## config.mk

```make
export PLATFORM = sky130hd
export DESIGN_NAME = flash_read_ctrl
export DESIGN_NICKNAME = d
export VERILOG_FILES = /design/src/rtl/flash_read_ctrl.sv
export SDC_FILE = /design/constraint.sdc
export NUM_CORES = 1
export LEC_CHECK = 0
export ABC_AREA = 0
export CAP_MARGIN = 20
export CORE_UTILIZATION = 40
export DETAILED_ROUTE_END_ITERATION = 10
export DONT_BUFFER_PORTS = 1
export PLACE_DENSITY = 0.52
export SLEW_MARGIN = 10
export SYNTH_ARGS = -nofsm -noshare
export SYNTH_HDL_FRONTEND = slang
export SYNTH_SLANG_ARGS = --single-unit
export TNS_END_PERCENT = 10
```

## constraint.sdc

```tcl
create_clock -name sys_clk -period 2 [get_ports sys_clk]
set_input_delay 0.1 -clock sys_clk [delete_from_list [all_inputs] [get_ports sys_clk]]
set_output_delay 0.1 -clock sys_clk [all_outputs]
set_load 0.01 [all_outputs]
```

## src/rtl/flash_read_ctrl.sv

```systemverilog
// SPI mode-0 master: one READ DATA (0x03) transaction per key_flag.
// It returns RD_NUM bytes, each as a parallel byte with a one-cycle po_flag strobe.
module flash_read_ctrl #(
    parameter logic [23:0] RD_ADDR = 24'h00_00_00,
    parameter logic [15:0] RD_NUM  = 16'd256
) (
    input  logic       sys_clk,
    input  logic       sys_rst_n,
    input  logic       key_flag,
    input  logic       miso,
    output logic       sck,
    output logic       cs_n,
    output logic       mosi,
    output logic [7:0] po_data,
    output logic       po_flag,
    output logic       busy
);

    typedef enum logic [2:0] {
        IDLE,
        CS_SETUP,
        SEND,
        READ,
        CS_HOLD
    } state_t;

    localparam logic [31:0] CMD_ADDR  = {8'h03, RD_ADDR};
    // Wraps to 16'hFFFF when RD_NUM is 0, but READ is never entered in that case
    localparam logic [15:0] LAST_BYTE = RD_NUM - 16'd1;

    state_t      state;
    state_t      state_next;
    logic [1:0]  cnt_clk;
    logic [2:0]  cnt_bit;
    logic [15:0] cnt_byte;
    logic [6:0]  shift_reg;
    logic        bit_end;
    logic        byte_end;
    logic        send_done;
    logic        read_done;
    logic        shifting;

    assign shifting  = (state == SEND) || (state == READ);
    assign bit_end   = (cnt_clk == 2'd3);
    assign byte_end  = bit_end && (cnt_bit == 3'd7);
    assign send_done = (state == SEND) && byte_end && (cnt_byte == 16'd3);
    assign read_done = (state == READ) && byte_end && (cnt_byte == LAST_BYTE);

    always_ff @(posedge sys_clk or negedge sys_rst_n) begin
        if (!sys_rst_n) begin
            state <= IDLE;
        end else begin
            state <= state_next;
        end
    end

    always_comb begin
        state_next = state;
        case (state)
            IDLE:     if (key_flag) state_next = CS_SETUP;
            CS_SETUP: if (bit_end) state_next = SEND;
            SEND:     if (send_done) state_next = (RD_NUM == 16'd0) ? CS_HOLD : READ;
            READ:     if (read_done) state_next = CS_HOLD;
            CS_HOLD:  if (bit_end) state_next = IDLE;
            default:  state_next = IDLE;
        endcase
    end

    // cnt_clk also times the 4-cycle CS_SETUP and CS_HOLD windows
    always_ff @(posedge sys_clk or negedge sys_rst_n) begin
        if (!sys_rst_n) begin
            cnt_clk  <= 2'd0;
            cnt_bit  <= 3'd0;
            cnt_byte <= 16'd0;
        end else if (state == IDLE) begin
            cnt_clk  <= 2'd0;
            cnt_bit  <= 3'd0;
            cnt_byte <= 16'd0;
        end else begin
            cnt_clk <= cnt_clk + 2'd1;
            if (shifting && bit_end) begin
                cnt_bit <= cnt_bit + 3'd1;
            end
            if (send_done || read_done) begin
                cnt_byte <= 16'd0;
            end else if (shifting && byte_end) begin
                cnt_byte <= cnt_byte + 16'd1;
            end
        end
    end

    // miso is sampled mid sck-high; the eighth sample completes the byte
    always_ff @(posedge sys_clk or negedge sys_rst_n) begin
        if (!sys_rst_n) begin
            shift_reg <= 7'd0;
            po_data   <= 8'h00;
            po_flag   <= 1'b0;
        end else begin
            po_flag <= 1'b0;
            if ((state == READ) && (cnt_clk == 2'd2)) begin
                shift_reg <= {shift_reg[5:0], miso};
                if (cnt_bit == 3'd7) begin
                    po_data <= {shift_reg, miso};
                    po_flag <= 1'b1;
                end
            end
        end
    end

    always_comb begin
        cs_n = (state == IDLE);
        busy = (state != IDLE);
        sck  = 1'b0;
        mosi = 1'b0;
        if (shifting) begin
            sck = cnt_clk[1];
        end
        if (state == SEND) begin
            mosi = CMD_ADDR[5'd31 - {cnt_byte[1:0], cnt_bit}];
        end
    end

endmodule

```

==> run summary, run 1 <==
The worst hold path belongs to the class in2reg. The number of fill cells in the layout is 405. In the post-synthesis netlist, the biggest area contributors are dfrtp_1, mux2_2, xor2_1. The iteration-0 DRC count of the detailed router came out at 51. The warning count from the yosys run is 0. The global-route congestion overflow total is 0. The count of input and output buffers came out at 0.

The vertical extent of the die is 71.6 µm. Across the VDD grid, the largest voltage drop is 0.434 mV. The area of the placeable core is 4500 µm². The cell area power density came out at 698 nW/µm². For this run, asynchronously set or reset flops after synthesis account for 1.00. The final critical-path setup slack is 0.0858 ns. Timing would allow up to 522 MHz. The number of buffers between clock root and the deepest sink came out at 2.

For this run, the detailed router's first-pass iteration total came to 4. In this run the core area contains 24 standard-cell rows. Setup repair after global routing left no endpoint under its margin.

The DRC violations left is 0. In this run the most critical hold path is launched from key_flag. Entering global routing, the biggest net connects 41 pins. The most critical setup path has its startpoint at state[0]. STA classifies the critical path startpoint as a flip-flop. Detailed placement ended at an HPWL of 2.66 mm. The number of hold violations in the final report was 0. The worst clock skew came out at 0.00543 ns. The post-synthesis net count came out at 178. The initial antenna violation count came out at 0.

The number of enable-type register cells in the synthesized netlist came out at 0. At the end of routability-driven placement, the weighted congestion stood at 0.869. The cell count after synthesis is 169.

The fraction of final layout cells with drive strength greater than 1 is 0.253. The proportion of netlist area held by the largest area contributor came out at 0.516. The overall fraction of global-route tracks in use is 0.164. The mean instance size in the synthesized netlist is 11.5 µm².

The number of flip-flops in the largest register is 16. The die extent in x is 71.6 µm. Setup violations remaining at the end of the flow were counted as 0. The H-tree generated during clock tree synthesis spans 2 levels. At the end of the flow the core is filled with cells to 0.508. The arrival time of the worst setup path came out at 2.08 ns. The startpoint identified for the worst register-to-register timing path is state[0]. The TritonCTS clock tree is done. The total via count in the routed design is 1,372.

The minimum hold slack came out at 0.142 ns. Compared with the post-synthesis result, the final layout area differs by 17.9%. The clock net sink count is 40. The clock transition at the registers of the reported paths is 0.07 ns. The sequential-to-total area share from yosys stat came out at 0.516. STA classifies the critical path endpoint as a flip-flop. The tree is rooted in a clkbuf_8. The initial core utilization is 0.431. The worst max-slew margin expressed relative to the limit is 0.734. The via count of the first global-routing pass is 1,370. The latest clock arrival within the worst-skew pair is 0.29 ns. The slew at the pin with the worst max-slew slack is 0.393 ns. The final number of max-transition violations came to 0. The detail route stage leaves a number of antenna-violating nets equal to 0.

Leaving out fill and tap cells, the most frequent cell in the layout is dfrtp_1. The number of primary I/O pins is 17. In the final routed layout, each cell accounts on average for 15.8 µm. The area of the die is 5130 µm². The total wire length after detailed routing came out at 3.83 mm.

The share of the clock period used by the worst path after layout came out at 0.957. For this run, the leading register cell type out of synthesis is dfrtp_1. The largest total area in the synthesized netlist belongs to dfrtp_1.

The shortest period the worst path allows is 1.91 ns. Across the run, the number of max-cap violations was 0. In this run, synthesis produced a sequential element count of 40. The per-cell via count in the routed design is 5.67. The flow ran to the end, and the final reports show no timing, DRC or antenna violations. The final net count is 199. The total power came out at 1.60 mW.

The pre-CTS setup slack came out at 0.0223 ns. The library cells used most frequently in the layout, excluding fill and tap cells, are dfrtp_1, buf_4, mux2_2, nor3_1, xor2_1. The peak fanout along the critical path is 16. The final antenna diode count is 0.

The leakage power total came out at 1.09 nW. The number of unique standard cell types used by synthesis is 36. The data required time at the worst endpoint came out at 2.17 ns. The sum of negative setup slack is 0 ns.

The post-synthesis cell area came out at 1940 µm². The first global-routing pass estimated 6.40 mm of wire. The worst setup path is of the reg2reg kind. The number of CTS-inserted buffers came out at 5.
-- cells by family (layout without fill, tap and decap cells) --
family | after synthesis | in the layout | share of synthesized area
adders and majority gates | 5 | 5 | 0.0323
muxes | 18 | 18 | 0.103
AOI/OAI and AO/OA | 20 | 20 | 0.0800
DFF | 40 | 40 | 0.516
buffers and inverters | 12 | 33 | 0.0355
xor gates and xnor gates | 10 | 10 | 0.0452
and+or+nand+nor | 64 | 64 | 0.188
-- final cells by class --
type / instances / area (µm²) / share of cell area
Sequential cell: 40 / 1000 / 0.438
Multi-Input combinational cell: 117 / 881 / 0.385
Timing Repair Buffer: 21 / 191 / 0.0837
Clock buffer: 5 / 68.8 / 0.0301
Tap cell: 52 / 65.1 / 0.0285
Clock inverter: 2 / 60.1 / 0.0263
Inverter: 5 / 18.8 / 0.00821
-- critical path, cell delays in order (launching register included) --
cell and delay (ns):
dfrtp_1 0.37, or3b_1 0.44, or4_4 0.46, o31ai_4 0.27, buf_12 0.18, nor3_1 0.06
-- through the flow --
| step | std cells | cell area [µm²] |
|---|---|---|
| 2_1_floorplan | 169 | 1940 |
| 6_report | 242 | 2290 |
| 3_5_place_dp | 231 | 2090 |
| 3_3_place_gp | 231 | 2090 |
| 5_1_grt | 242 | 2290 |
| 4_1_cts | 241 | 2260 |
-- cell usage after synthesis, types with 2 or more instances --
| cell | n |
|---|---|
| a211oi_1 | 5 |
| a22o_1 | 4 |
| and2_1 | 3 |
| and3_1 | 3 |
| and4_1 | 2 |
| buf_2 | 4 |
| buf_6 | 2 |
| dfrtp_1 | 40 |
| ha_1 | 5 |
| inv_1 | 5 |
| mux2_2 | 15 |
| mux2i_1 | 3 |
| nand2_1 | 8 |
| nand3_1 | 8 |
| nand4_1 | 6 |
| nor2_1 | 6 |
| nor3_1 | 12 |
| nor4_1 | 3 |
| o21ai_0 | 5 |
| or3_1 | 6 |
| xor2_1 | 9 |
-- routing by layer --
metal  GRT usage  part of all wire
met1       0.227              0.48
met2       0.252              0.45
met3      0.0450             0.060
met4      0.0523             0.012
met5           0                 0
-- where the power goes --
group	total (mW)	leakage (nW)	switching, mW	internal [mW]
clock	0.758	0.0642	0.267	0.491
sequential	0.812	0.530	0.00173	0.810
combinational	0.0252	0.496	0.0167	0.00851
-- worst paths after layout --
check,cells past startpoint,slack (ns),endpoint
worst min register to register,1,0.47,cnt_clk[0]
worst max-delay path,5,0.09,cnt_byte[10]
min in group asynchronous,2,0.27,state[1]
worst min-delay path,3,0.14,state[0]
max in group asynchronous,2,1.54,cnt_byte[1]
worst max register to register,5,0.09,cnt_byte[10]
-- what timing repair did --
action | in CTS | in global routing
endpoints found under the setup margin | 0 | 15
endpoints found under the hold margin | 42 | 0
gates resized for setup | 0 | 4
buffers inserted | 0 | 1
hold buffers | 3 | 0
Note: power is estimated with default switching activity, not from simulation.
==> run 2: changes to the inputs <==
- ABC_AREA: 0 -> 1
==> run summary, run 2 <==
The worst max-slew margin expressed relative to the limit is 0.759. The detailed-route wire length per cell came out at 12.1 µm. The arrival time of the worst setup path came out at 1.92 ns. Across all layers, the routed design uses 1,623 vias. After floorplanning, the core was sized to cover 5140 µm². Setup repair after global routing left no endpoint under its margin.

The layout-stage area growth over the synthesis result came out at 10.4%. The overall fraction of global-route tracks in use came out at 0.171. The clock transition at the registers of the reported paths came out at 0.08 ns. Yosys attributes the largest share of cell area to dfrtp_1, nand2_1, nor2_1. The row count came out at 26.

The largest stage delay on the critical path came out at 0.39 ns. The initial antenna violation count is 0. The DRC violations left came out at 0. The tree built by TritonCTS fans out to 40 sinks. The slowest stage of the critical path belongs to the cell dfrtp_1. The number of buffers added for setup after CTS is 0. The warning count from the yosys run came out at 0. Among all flip-flop cells after synthesis, the most frequent one is dfrtp_1. The worst clock skew came out at 0.00595 ns. Among all cell types in the netlist, the one instantiated most often is nand2_1. For the pin with the worst max-slew slack, the measured transition is 0.359 ns. The depth of the CTS H-tree came out at 2. The per-cell via count in the routed design is 4.66. The shortest period the worst path allows came out at 1.74 ns.

The minimum hold slack is 0.0858 ns. The post-synthesis net count is 279. The share of flip-flops with an asynchronous set or reset after synthesis is 1.00. The post-cts sizing count came out at 0. In this run the clock root is driven by a clkbuf_8. After the first detailed-routing iteration, the DRC count stood at 97.

After synthesis, the most frequently instantiated cells are nand2_1, dfrtp_1, nor2_1. Together, buffers and inverters on the worst path number 1. The HPWL reported at the end of detailed placement is 3.02 mm. The fraction of final layout cells with drive strength greater than 1 came out at 0.112. The final design area excluding fillers is 2360 µm².

The number of unique standard cell types used by synthesis is 27. The data required time at the worst endpoint is 2.18 ns. The number of enable-type register cells in the synthesized netlist is 0. The cell area power density came out at 641 nW/µm². The number of hold violations in the final report came out at 0. The proportion of netlist area held by the largest area contributor came out at 0.468. The worst-case IR drop observed on VDD is 0.367 mV. The instance area at placement is 2200 µm².

The post-synthesis cell area is 2140 µm². The number of flip-flops in the largest register came out at 16. The via count of the first global-routing pass is 1,519.

The final net count is 286. Counting stages on the worst path, the most repeated cell is ha_1. The die is 75.1 µm tall. Of the available clock period, the critical path in the final layout requires 0.871. The kind of cell with the highest combined delay along the critical path is simple AND/OR/NAND/NOR gates.

The worst setup path is captured at a flip-flop. TritonCTS built the clock tree. The number of fill cells in the layout is 547. The sequential-to-total area share from yosys stat came out at 0.468. Traced cell by cell, the critical path runs through ha_1 > ha_1 > nand3_2 > inv_2 > nand3_1 > xor2_1 > nor2_1.

The path class of the tightest hold or removal check is in2reg. No sink is reached through more buffers than the 2 on the longest clock path. Summed over all layers, the routed wires come to 4.22 mm. The number of iterations in the first detailed-routing pass came out at 4. Based on the critical path, the design can be clocked at up to 574 MHz. In this run the tool buffered the top-level ports with 0 buffer cells. The wire length of the first global-routing pass is 7.10 mm. In this run, synthesis produced a sequential element count of 40. The synthesized design spends more area on one cell type than any other, namely dfrtp_1. The number of CTS-inserted buffers came out at 5.

The cell count after synthesis came out at 270. The most common library cell in the layout ignoring fill and taps is nand2_1. The die extent in x is 75.1 µm. The global placement routability congestion is 0.799. The critical path is of the reg2reg type. The global-route congestion overflow total is 0.

The area of the die is 5640 µm². The initial core utilization is 0.416. The category of the worst setup path launch point is a flip-flop. The run finished with clean final reports.

The top cell types in the final layout, fill and taps aside, are nand2_1, nor2_1, dfrtp_1, inv_1, nand3_1. The leakage power total came out at 1.20 nW. Of all nets on the critical path, the largest fanout is 13. The mean instance size in the synthesized netlist is 7.92 µm². The repair_antennas step left the layout with diodes totalling 0. The count of nets left with antenna violations after detail routing is 0. The number of setup violations in the final report is 0. The sum of negative setup slack is 0 ns. Entering global routing, the biggest net connects 41 pins. At the later pin of the worst-skew pair, clock insertion delay measures 0.30 ns.

The final number of max-transition violations was 0. The number of primary I/O pins came out at 17. The reported max-cap violation count came out at 0.
-- run 2: cell types whose count changed after synthesis, sizes merged, moves of 9 or more --
cell   change
nand2     +63
nand3     +19
o21ai      +9
mux2      -15
inv       +29
nor2      +37
-- run 2: final timing paths --
| path | from | end | slack, ns | depth (start not counted) |
|---|---|---|---|---|
| hold reg to reg | cnt_clk[0] | cnt_clk[0] | 0.47 | 1 |
| min in group asynchronous | sys_rst_n | cnt_byte[0] | 0.26 | 2 |
| hold / removal | key_flag | state[1] | 0.09 | 4 |
| setup reg to reg | cnt_bit[1] | cnt_byte[14] | 0.26 | 7 |
| setup / recovery | cnt_bit[1] | cnt_byte[14] | 0.26 | 7 |
| max in group asynchronous | sys_rst_n | po_data[5] | 1.53 | 2 |
-- run 2: metrics by stage --
step | std cells | total power [mW] | util | worst slack (ns)
2_1_floorplan | 270 | 0.825 | - | 0.535
3_3_place_gp | 337 | 0.825 | 0.429 | 0.237
3_5_place_dp | 337 | 0.825 | 0.429 | 0.249
4_1_cts | 348 | 1.54 | 0.459 | 0.242
5_1_grt | 348 | 1.57 | 0.459 | 0.0986
6_report | 348 | 1.51 | 0.459 | 0.257
-- run 2: power by group --
group | internal [mW] | switching, mW
Clock | 0.376 | 0.306
Sequential | 0.808 | 0
Combinational | 0.00697 | 0.0173
-- run 2: cells by family after synthesis --
logic type                 count (synthesis)  share of synthesized area
buffers and inverters                     41                     0.0837
adders and majority gates                  5                     0.0293
xor gates and xnor gates                   9                     0.0369
DFF                                       40                      0.468
and+or+nand+nor                          154                      0.327
AOI/OAI and AO/OA                         21                     0.0550
-- run 2: worst register-to-register path: cells and delay by family, from the launching register on --
kind / cells / cell delay [ns]
and+or+nand+nor: 3 / 0.45
DFF: 1 / 0.39
adders and majority gates: 2 / 0.37
buffers and inverters: 1 / 0.27
xor gates and xnor gates: 1 / 0.14
-- run 2: repair_timing --
item / CTS / global route
endpoints found under the setup margin: 0 / 0
hold endpoints to repair: 42 / 0
hold buffers: 3 / 0
-- run 2: metal layers --
layer,vias to the layer above,global-route usage,share of wire
met5,-,0,0
met4,0,0.0608,0.014
met3,7,0.0428,0.033
met2,23,0.255,0.43
met1,725,0.239,0.53
li1,868,-,-
-- run 2: final cells by class --
cell class / count / area (µm²) / share of cell area
tap: 70 / 87.6 / 0.0371
timing repair buffer: 7 / 70.1 / 0.0297
sequential: 40 / 1000 / 0.424
clock buffer: 5 / 68.8 / 0.0292
multi-input combinational: 189 / 957 / 0.406
clock inverter: 3 / 47.5 / 0.0201
inverter: 34 / 128 / 0.0541
